## src/rtl/conv_stride_sequencer.sv

```systemverilog
// conv_stride_sequencer: control sequencer for a strided 2D convolution.
// Walks output windows, issues X/W taps and credit-throttles against fifo_out.
module conv_stride_sequencer #(
    parameter  int R          = 8,
    parameter  int C          = 8,
    parameter  int MAXK       = 5,
    parameter  int MAXS       = 3,
    parameter  int MAC_LAT    = 4,
    parameter  int FIFO_DEPTH = 16,
    localparam int K_BITS     = $clog2(MAXK + 1),
    localparam int S_BITS     = $clog2(MAXS + 1),
    localparam int XA         = $clog2(R * C),
    localparam int WA         = $clog2(MAXK * MAXK)
) (
    input  logic              clk,
    input  logic              reset,
    input  logic              inputs_loaded,
    input  logic [K_BITS-1:0] K,
    input  logic [S_BITS-1:0] S,
    input  logic              fifo_pop,
    output logic [XA-1:0]     X_read_addr,
    output logic [WA-1:0]     W_read_addr,
    output logic              mac_input_valid,
    output logic              mac_init_acc,
    output logic              fifo_in_valid,
    output logic              compute_finished
);

    localparam int PW = $clog2(((R > C) ? R : C) + MAXS + MAXK + 1);
    localparam int CW = $clog2(FIFO_DEPTH + 1);

    typedef enum logic [2:0] {IDLE, CREDIT, RUN, DRAIN, DONE} state_t;

    state_t            state;
    logic [K_BITS-1:0] kq;
    logic [K_BITS-1:0] i;
    logic [K_BITS-1:0] j;
    logic [S_BITS-1:0] sq;
    logic [PW-1:0]     rb;
    logic [PW-1:0]     cb;
    logic [WA-1:0]     w_cnt;
    logic [CW-1:0]     credits;
    logic              issue_q;
    logic              init_q;
    logic              last_q;
    logic [MAC_LAT:0]  dl;

    logic          legal;
    logic          reserve;
    logic          can_issue;
    logic          last_j;
    logic          last_i;
    logic          tap_last;
    logic          row_last;
    logic          col_last;
    logic          win_last;
    logic [XA-1:0] x_cur;

    // Job legality, tap/window position flags and the current X address
    always_comb begin
        legal = (K != '0) && (32'(K) <= MAXK) && (32'(K) <= R)
              && (32'(K) <= C) && (S != '0) && (32'(S) <= MAXS);
        reserve   = (state == CREDIT) && (credits != '0);
        can_issue = reserve || (state == RUN);
        last_j    = (j == kq - K_BITS'(1));
        last_i    = (i == kq - K_BITS'(1));
        tap_last  = last_j && last_i;
        row_last  = (32'(rb) + 32'(sq) + 32'(kq)) > R;
        col_last  = (32'(cb) + 32'(sq) + 32'(kq)) > C;
        win_last  = row_last && col_last;
        x_cur     = XA'((32'(rb) + 32'(i)) * 32'(C) + 32'(cb) + 32'(j));
    end

    // Main FSM: job start, tap issue, window stepping, drain and done pulse
    always_ff @(posedge clk or negedge reset) begin
        if (!reset) begin
            state            <= IDLE;
            kq               <= '0;
            sq               <= '0;
            i                <= '0;
            j                <= '0;
            rb               <= '0;
            cb               <= '0;
            w_cnt            <= '0;
            issue_q          <= 1'b0;
            init_q           <= 1'b0;
            last_q           <= 1'b0;
            X_read_addr      <= '0;
            W_read_addr      <= '0;
            compute_finished <= 1'b0;
        end else begin
            issue_q          <= 1'b0;
            init_q           <= 1'b0;
            last_q           <= 1'b0;
            compute_finished <= 1'b0;
            unique case (state)
                IDLE: begin
                    if (inputs_loaded && !compute_finished) begin
                        kq    <= K;
                        sq    <= S;
                        i     <= '0;
                        j     <= '0;
                        rb    <= '0;
                        cb    <= '0;
                        w_cnt <= '0;
                        if (legal) begin
                            state <= CREDIT;
                        end else begin
                            state            <= DONE;
                            compute_finished <= 1'b1;
                        end
                    end
                end
                CREDIT, RUN: begin
                    if (can_issue) begin
                        X_read_addr <= x_cur;
                        W_read_addr <= w_cnt;
                        issue_q     <= 1'b1;
                        init_q      <= (i == '0) && (j == '0);
                        last_q      <= tap_last;
                        if (!last_j) begin
                            j     <= j + K_BITS'(1);
                            w_cnt <= w_cnt + WA'(1);
                            state <= RUN;
                        end else if (!last_i) begin
                            j     <= '0;
                            i     <= i + K_BITS'(1);
                            w_cnt <= w_cnt + WA'(1);
                            state <= RUN;
                        end else begin
                            j     <= '0;
                            i     <= '0;
                            w_cnt <= '0;
                            if (win_last) begin
                                state <= DRAIN;
                            end else begin
                                state <= CREDIT;
                                if (col_last) begin
                                    cb <= '0;
                                    rb <= rb + PW'(sq);
                                end else begin
                                    cb <= cb + PW'(sq);
                                end
                            end
                        end
                    end
                end
                DRAIN: begin
                    if (!last_q && (dl[MAC_LAT-1:0] == '0)) begin
                        state            <= DONE;
                        compute_finished <= 1'b1;
                    end
                end
                DONE: begin
                    state <= IDLE;
                end
                default: begin
                    state <= IDLE;
                end
            endcase
        end
    end

    // Align strobes with memory read data and delay the last-tap flag to mac out
    always_ff @(posedge clk or negedge reset) begin
        if (!reset) begin
            mac_input_valid <= 1'b0;
            mac_init_acc    <= 1'b0;
            dl              <= '0;
        end else begin
            mac_input_valid <= issue_q;
            mac_init_acc    <= init_q;
            dl              <= {dl[MAC_LAT-1:0], last_q};
        end
    end

    assign fifo_in_valid = dl[MAC_LAT];

    // Output FIFO credits: reserve per window, return per pop
    always_ff @(posedge clk or negedge reset) begin
        if (!reset) begin
            credits <= CW'(FIFO_DEPTH);
        end else begin
            assert (!(fifo_pop && !reserve && credits == CW'(FIFO_DEPTH)))
                else $error("credit counter overflow");
            assert (32'(credits) <= FIFO_DEPTH)
                else $error("credit counter out of range");
            if (reserve && !fifo_pop) begin
                credits <= credits - CW'(1);
            end else if (!reserve && fifo_pop) begin
                credits <= credits + CW'(1);
            end
        end
    end

endmodule

```

## config.mk

```make
export PLATFORM = sky130hd
export DESIGN_NAME = conv_stride_sequencer
export DESIGN_NICKNAME = d
export VERILOG_FILES = /design/src/rtl/conv_stride_sequencer.sv
export SDC_FILE = /design/constraint.sdc
export NUM_CORES = 1
export LEC_CHECK = 0
export ABC_AREA = 1
export BUFFER_PORTS_ARGS = -buffer_cell sky130_fd_sc_hd__buf_4
export CAP_MARGIN = 15
export CORE_MARGIN = 1.5
export CORE_UTILIZATION = 65
export DETAILED_ROUTE_END_ITERATION = 6
export PLACE_DENSITY = 0.85
export SLEW_MARGIN = 20
export SYNTH_ARGS = -nofsm -noshare
export SYNTH_HDL_FRONTEND = slang
export SYNTH_SLANG_ARGS = --single-unit
```

## constraint.sdc

```tcl
create_clock -name clk -period 5.6 [get_ports clk]
set_input_delay 0.84 -clock clk [delete_from_list [all_inputs] [get_ports clk]]
set_output_delay 0.84 -clock clk [all_outputs]
set_load 0.05 [all_outputs]
```

==> metrics.yaml <==
status: "finished, final reports clean"
rrSetupSlack_ns: 2.83
synth_area_leader_cell: "dfrtp_1"
synth_top_area_share_pct: 37.3
reg2reg_depth: 14
ys_top_cells_by_area: "dfrtp_1, nand2_1, ha_1, inv_1, fa_1"
postSynthCellCount: 444
cts_resized: 0
cts_tree: "built"
cp_top_family: "adder cells"
final_area_um2: 4030
syn2layout_area_growth_pct: 9.08
globalplace.congestion: 0.875
ioPinCount: 24
grt_pass1_wl_um: 13000
arrival_ns: 3.03
grt_remaining_overflow: 0
h-tree-depth: 2
drtIter0Drc: 197
whs_ns: 0.359
nets: 520
dp_hpwl_um: 5740
grt_pass1_vias: 2947
post_cts.repair.setup_buffers: 0
met2_length_um: 3820
final.setup.worst_slack_ns: 2.83
root_buffer: "clkbuf_8"
drt-total-wl_um: 7400
grt_max_degree: 57
dieHeight_um: 78.4
final_layout_size_suffix_gt1_share_pct: 13.7
ys_seq_area_share_pct: 38.0
antenna_found_initial: 0
critical_path.startpoint_type: "flip-flop"
cts_hold_buf: 0
numCtsBuffers: 5
preCtsSetupSlack_ns: 2.84
synth_most_common_cell: "nand2_1"
drc: 0
wl_met3_um: 316
yosys_warnings: 0
critPathMaxStageDelay_ns: 0.56
cts_buffer_depth: 2
synth_fp_nets: 492
synth_edf_count: 0
yosysUniqueCellTypes: 33
tightest_slew_ns: 0.714
fp.dieW_um: 78.4
clkTransAtPathRegs_ns: 0.11
hp-class: "flip-flop to flip-flop"
place_area_um2: 3930
period_needed_ns: 2.77
ant_nets: 0
critical_path_class: "flip-flop to flip-flop"
max_cap_violations: 0
die_area_um2: 6140
synth_area_um2: 3690
worstHoldPathCells: 0
topRoutingLayerUsed: "met4"
via_count: 2926
period_share_pct: 49.4
setup_tns_ns: 0
first_pass_iters: 5
power_density_nw_per_um2: 188
clkLatencyLatePin_ns: 0.32
cp-end-kind: "flip-flop"
antenna_cells: 0
setup_viol: 0
fmax_ghz: 0.361
critPathMaxFanout: 6
fill_cells: 418
start_util_pct: 67.0
slew_violations: 0
rows: 27
routed_via_density: 5.37
p_total_w: 0.000755
ys_ff_latch: 56
avgSynthCellArea_um2: 8.31
p_leak_nw: 2.16
path_depth: 14
synth_flop_cell: "dfrtp_1"
wl_met1_um: 3200
path_common_cell: "nand2_1"
max-vdd-ir-drop_mv: 0.154
cts.sinks: 56
crit_path_cell_trace: "fa_1, ha_1, inv_1, fa_1, nand2_1, nor2_1, nor2_1, nor2_1, nand3_1, nand2_1, inv_2, nand2_2, nand2_1, nand2_1"
coreArea_um2: 5510
critPathBufInv: 2
skew_ns: 0.00519
synthTopCellsByCount: "nand2_1, inv_1, dfrtp_1"
hold_viol: 0
rsz0062_at_grt: "false"
grt_usage_pct: 26.8
required_ns: 5.86
async_flop_share_pct: 100
max_slew_margin_pct: 52.4
portBuffers: 23
crit_path_top_delay_cell: "fa_1"
avgRoutedWirePerCell_um: 13.6
==> flip-flops by register name (all words and copies together) (netlist names), 3 cells and up <==
name	flops
state	3
cb	5
W_read_addr	5
X_read_addr	6
kq	3
rb	5
i	3
dl	5
credits	5
w_cnt	5
j	3
==> cells by family after synthesis <==
kind of cell | count (synthesis) | share of synthesized area [%]
fa+ha+maj | 39 | 15.5
flops | 56 | 38.0
compound gates | 45 | 6.81
mux | 1 | 0.305
xor+xnor | 14 | 3.32
simple gates | 216 | 28.3
buf+inv | 73 | 7.83
==> path summary, 6_finish.rpt <==
kind | startpoint | endpoint
worst max-delay path | sq[1] | rb[1]
worst min-delay path | init_q | mac_init_acc
worst max register to register | sq[1] | rb[1]
worst min register to register | init_q | mac_init_acc
max in group asynchronous | reset | mac_input_valid
min in group asynchronous | reset | dl[2]
==> stage by stage <==
step | std cells | util (%)
2_1_floorplan | 444 | -
3_3_place_gp | 537 | 71.4
3_5_place_dp | 537 | 71.4
4_1_cts | 545 | 73.1
5_1_grt | 545 | 73.1
6_report | 545 | 73.1
==> layer usage <==
| layer | global-route usage [%] | vias to the layer above |
|---|---|---|
| li1 | - | 1455 |
| met1 | 33.4 | 1402 |
| met2 | 48.1 | 62 |
| met3 | 4.30 | 7 |
| met4 | 7.68 | 0 |
| met5 | 0 | - |
==> area by class of cell <==
class                   instances  area [um2]  share of cell area [%]
well taps                      72        90.1                    2.24
flip-flops and latches         56        1400                    34.8
inverters                      71         267                    6.62
repair buffers                 23         173                    4.29
clock buffers                   5        68.8                    1.71
multi-input cells             315        2000                    49.7
clock inverters                 3        26.3                   0.653
==> cell usage in the layout, fill, tap and decap left out, types with 10 or more instances in the layout <==
cell type	instances
fa_1	11
nor2_1	29
buf_4	23
xor2_1	10
nand3_1	37
inv_1	65
dfrtp_1	55
o21ai_0	21
nand2_1	117
ha_1	28
a21oi_1	13
==> power by group <==
part	internal (W)	switching, W
registers	0.000424	0.0000131
clock network	0.0000925	0.000146
logic	0.0000292	0.0000508
(Power assumes the default switching activity.)
